--- config.mk ---
export PLATFORM = sky130hd
export DESIGN_NAME = riscv_register_file
export DESIGN_NICKNAME = d
export VERILOG_FILES = /design/src/rtl/riscv_register_file.sv
export SDC_FILE = /design/constraint.sdc
export NUM_CORES = 1
export LEC_CHECK = 0
export CELL_PAD_IN_SITES_DETAIL_PLACEMENT = 1
export CELL_PAD_IN_SITES_GLOBAL_PLACEMENT = 2
export CORE_MARGIN = 1.5
export CORE_UTILIZATION = 51
export CTS_CLUSTER_SIZE = 14
export DETAILED_ROUTE_END_ITERATION = 16
export GPL_TIMING_DRIVEN = 0
export PLACE_DENSITY = 0.92
export SYNTH_ARGS = -nofsm -noshare
export SYNTH_HDL_FRONTEND = slang
export SYNTH_SLANG_ARGS = --single-unit
--- constraint.sdc ---
create_clock -name clock -period 14.2 [get_ports clock]
set_clock_uncertainty 0.15 [all_clocks]
set_input_delay 2.84 -clock clock [delete_from_list [all_inputs] [get_ports clock]]
set_output_delay 2.84 -clock clock [all_outputs]
set_load 0.02 [all_outputs]
--- src/rtl/riscv_register_file.sv ---
`default_nettype none
// ============================================================================
// Module   : riscv_register_file
// Brief    : RV32I 32 x XLEN register file, two combinational read ports,
//            one synchronous write port, built-in post-reset clear sequencer.
//            Optional same-cycle write->read forwarding: REGFILE_BYPASS_EN.
// Revision : 1.0  initial release
// ============================================================================
module riscv_register_file #(
    parameter int XLEN      = 32,
    parameter int REG_COUNT = 32,
    parameter int ADDR_W    = 5
) (
    input  logic              clock,
    input  logic              reset,
    input  logic              write_enable,
    input  logic [ADDR_W-1:0] rs1,
    input  logic [ADDR_W-1:0] rs2,
    input  logic [ADDR_W-1:0] register_write_select,
    input  logic [XLEN-1:0]   register_data_write,
    output logic [XLEN-1:0]   register_data_1,
    output logic [XLEN-1:0]   register_data_2,
    output logic              ready
);

    typedef enum logic [0:0] {
        ST_CLEAR = 1'b0,
        ST_READY = 1'b1
    } state_t;

    localparam logic [ADDR_W:0] c_last_idx = (ADDR_W + 1)'(REG_COUNT - 1);

    state_t            r_state;
    logic [ADDR_W:0]   r_clr_idx;
    logic              r_ready;
    logic [XLEN-1:0]   r_regs [REG_COUNT];

    logic              w_wr_valid;
    logic [XLEN-1:0]   w_rd1;
    logic [XLEN-1:0]   w_rd2;

    assign w_wr_valid = write_enable && (register_write_select != '0);

    // Array contents are deliberately left untouched while reset is held.
    always_ff @(posedge clock) begin
        if (reset) begin
            r_state   <= ST_CLEAR;
            r_clr_idx <= '0;
            r_ready   <= 1'b0;
        end else begin
            case (r_state)
                ST_CLEAR: begin
                    r_regs[r_clr_idx[ADDR_W-1:0]] <= '0;
                    r_clr_idx                     <= r_clr_idx + 1'b1;
                    if (r_clr_idx == c_last_idx) begin
                        r_state <= ST_READY;
                        r_ready <= 1'b1;
                    end
                end
                ST_READY: begin
                    if (w_wr_valid) begin
                        r_regs[register_write_select] <= register_data_write;
                    end
                end
                default: begin
                    r_state <= ST_CLEAR;
                    r_ready <= 1'b0;
                end
            endcase
        end
    end

    always_comb begin
        w_rd1 = '0;
        w_rd2 = '0;
        if (r_state == ST_READY) begin
            if (rs1 != '0) begin
                w_rd1 = r_regs[rs1];
`ifdef REGFILE_BYPASS_EN
                if (w_wr_valid && (register_write_select == rs1)) begin
                    w_rd1 = register_data_write;
                end
`endif
            end
            if (rs2 != '0) begin
                w_rd2 = r_regs[rs2];
`ifdef REGFILE_BYPASS_EN
                if (w_wr_valid && (register_write_select == rs2)) begin
                    w_rd2 = register_data_write;
                end
`endif
            end
        end
    end

    assign register_data_1 = w_rd1;
    assign register_data_2 = w_rd2;
    assign ready           = r_ready;

endmodule
`default_nettype wire
==> impl_metrics.yaml <==
sta:
  tns_ps: 0
  post-route-period-util: 0.711
  finalHoldViolCount: 0
  slew_headroom: -0.0147
  worst_pin_slew_ps: 1520
  rsz0062_at_grt: "false"
  fmax_mhz: 99.0
  setup_viol: 0
  maxSlewViolCount: 11
  holdWs_ps: 360
  fin_crit_ps: 10100
power:
  power.density_nw_per_um2: 117
  p_leak_nw: 19.9
  peakVddDrop_uv: 88.0
clock_tree:
  cts_sinks: 1032
  clock_latency_ps: 720
  cts_hold_buf: 0
  cts_max_level: 3
  cts.clk_slew.worst_paths_ps: 60
  post_cts_resized: 0
  cts-root-buf: "clkbuf_16"
  clock_path_buffers: 3
  numCtsBuffers: 109
  cts_tree: "done"
  cts_post_setup_buffers_inserted: 0
die:
  coreArea_sq_um: 93200
  die_w_um: 309
  die_h_um: 309
  rows: 112
  dieArea_sq_um: 95700
  start_util: 0.514
  ios: 115
drt:
  drtAntennaViolNets: 0
  vias_per_cell: 7.43
  wirelength_mm: 180
  first_pass_iters: 6
  drc_errors: 0
  drtIter0Drc: 5274
  wire_per_inst_um: 40.5
  dr_total_vias: 33100
logic_synthesis:
  ys_ff_latch: 1032
  synth-async-reset-ratio: 0
  synth_warnings: 0
  seq_area_frac_synth: 0.646
  ys.flop_type: "edfxtp_1"
  netlist_area_sq_um: 47900
  yosysTopAreaCell: "edfxtp_1"
  syn-num-nets: 2833
  synth_cell_types: 50
  yosysTopAreaCellShare: 0.642
  synth_area_leaders: "edfxtp_1 (64%), mux4_2 (12%), mux2i_1 (10%), a22oi_1 (3.0%), o22ai_1 (2.5%)"
  syn_avg_cell_area_sq_um: 17.2
  syn_inst: 2782
  synth-edff-count: 1024
critical_path:
  worstPathRequired_ps: 11210
  cpMostUsedCell: "clkdlybuf4s50_1"
  path_cells: "clkdlybuf4s50_1 > buf_2 > nor3_1 > clkbuf_1 > a22oi_1 > nand4_1 > clkdlybuf4s50_1"
  worst_ep_arrival_time_ps: 7110
  start_kind: "primary input"
  endpoint_kind: "output pin"
  worstSetupPathType: "primary input to output pin"
  critPathMaxFanout: 10
  max_stage_delay_ps: 1020
  cp_slowest_cell: "nor3_1"
grt:
  antenna_found_initial: 1
  first_global_vias: 34400
  grt_pass1_wl_mm: 251
  grt_max_degree: 33
  overflow: 0
  grt_usage: 0.377
layout:
  multi_input_area_sq_um: 15900
  layout_commonest_cell: "edfxtp_1"
  final.fill_count: 8258
  layout.cells.non_filler: 4451
  drive_gt1_frac: 0.224
  nets: 3160
  layout_common_cells: "edfxtp_1 (1024), mux2i_1 (486), mux4_2 (254), o22ai_1 (195), a22oi_1 (190)"
  ff_latch_area_sq_um: 30900
  area_growth_pct: 15.5
hold_path:
  min_path_type: "flip-flop to flip-flop"
run_status:
  violations: "max-capacitance violations, max-slew violations"
  status: "finished, violations left"
placement:
  dp_hpwl_mm: 124
  place_congestion: 0.951
  dp_cells: 4252
  portBuffers: 112
flow_run:
  maxCapViolations: 1
## kinds of logic (layout without fill, tap and decap cells)
family / count (synthesis) / in the layout / synth area share
multiplexers: 742 / 742 / 0.222
other: 0 / 3 / 0
buffers and inverters: 232 / 644 / 0.0255
AND/OR/NAND/NOR: 270 / 270 / 0.0305
XOR/XNOR: 5 / 5 / 0.000915
AO/OA/AOI/OAI: 500 / 500 / 0.0753
flip-flops: 1032 / 1032 / 0.646
adder cells (fa/ha/maj): 1 / 1 / 0.000261
## cells in the mapped netlist, types with 31 or more instances
library cell,number
mux4_2,254
a22oi_1,190
clkbuf_1,78
mux2i_1,486
nand4_1,64
o21ai_1,31
o22ai_1,195
buf_2,97
edfxtp_1,1024
nor3_1,31
nand2_1,74
o21ai_0,31
buf_4,33
and2_1,35
## sequential cells by signal, summed over array words and instances, names as in the netlist
signal / count
r_clr_idx: 6
r_regs: 1024
r_state: 1
ready: 1
## worst paths after layout
path	startpoint	to	slack, ps	cells past startpoint
setup reg to reg	r_state	r_regs[18][24]	9980	7
setup / recovery	rs1[3]	register_data_1[12]	4100	7
hold / removal	ready	ready	360	2
hold reg to reg	ready	ready	360	2
## through the flow
stage	setup slack, ps	cell area (sq um)	total power (W)	utilization
finish	4100	55300	0.00649	0.593
global route	4260	55300	0.00657	0.593
CTS	4400	55300	0.00645	0.593
detailed placement	4470	52000	0.00378	0.558
global placement	3450	50500	0.00375	0.542
floorplan	6990	47900	0.00363	-
## routing by layer
| metal | part of all wire | track usage | vias to the layer above |
|---|---|---|---|
| met3 | 0.13 | 0.0984 | 684 |
| met2 | 0.46 | 0.594 | 3001 |
| met1 | 0.34 | 0.472 | 17000 |
| met4 | 0.068 | 0.225 | 0 |
| li1 | - | - | 12400 |
| met5 | 0 | 0 | - |
## report_power, final
part           switching, W  total, W  internal [W]  leakage, nW
Clock               0.00124   0.00275       0.00151         1.62
Sequential        0.0000100   0.00333       0.00332         10.8
Combinational      0.000259  0.000406      0.000147         7.41
Total               0.00151   0.00649       0.00498         19.9
## worst max-delay path, delay by kind of cell
family | cells | cell delay, ps
compound gates | 1 | 250
simple gates | 2 | 1340
buf+inv | 4 | 2640
## area by class of cell
type | instances | area share
Sequential cell | 1032 | 0.559
Multi-Input combinational cell | 1518 | 0.288
Clock buffer | 136 | 0.0516
Timing Repair Buffer | 216 | 0.0428
Tap cell | 1254 | 0.0284
Buffer | 225 | 0.0216
Clock inverter | 60 | 0.00833
Inverter | 7 | 0.000475
Antenna cell | 3 | 0.000136
Note: power is estimated with default switching activity, not from simulation.
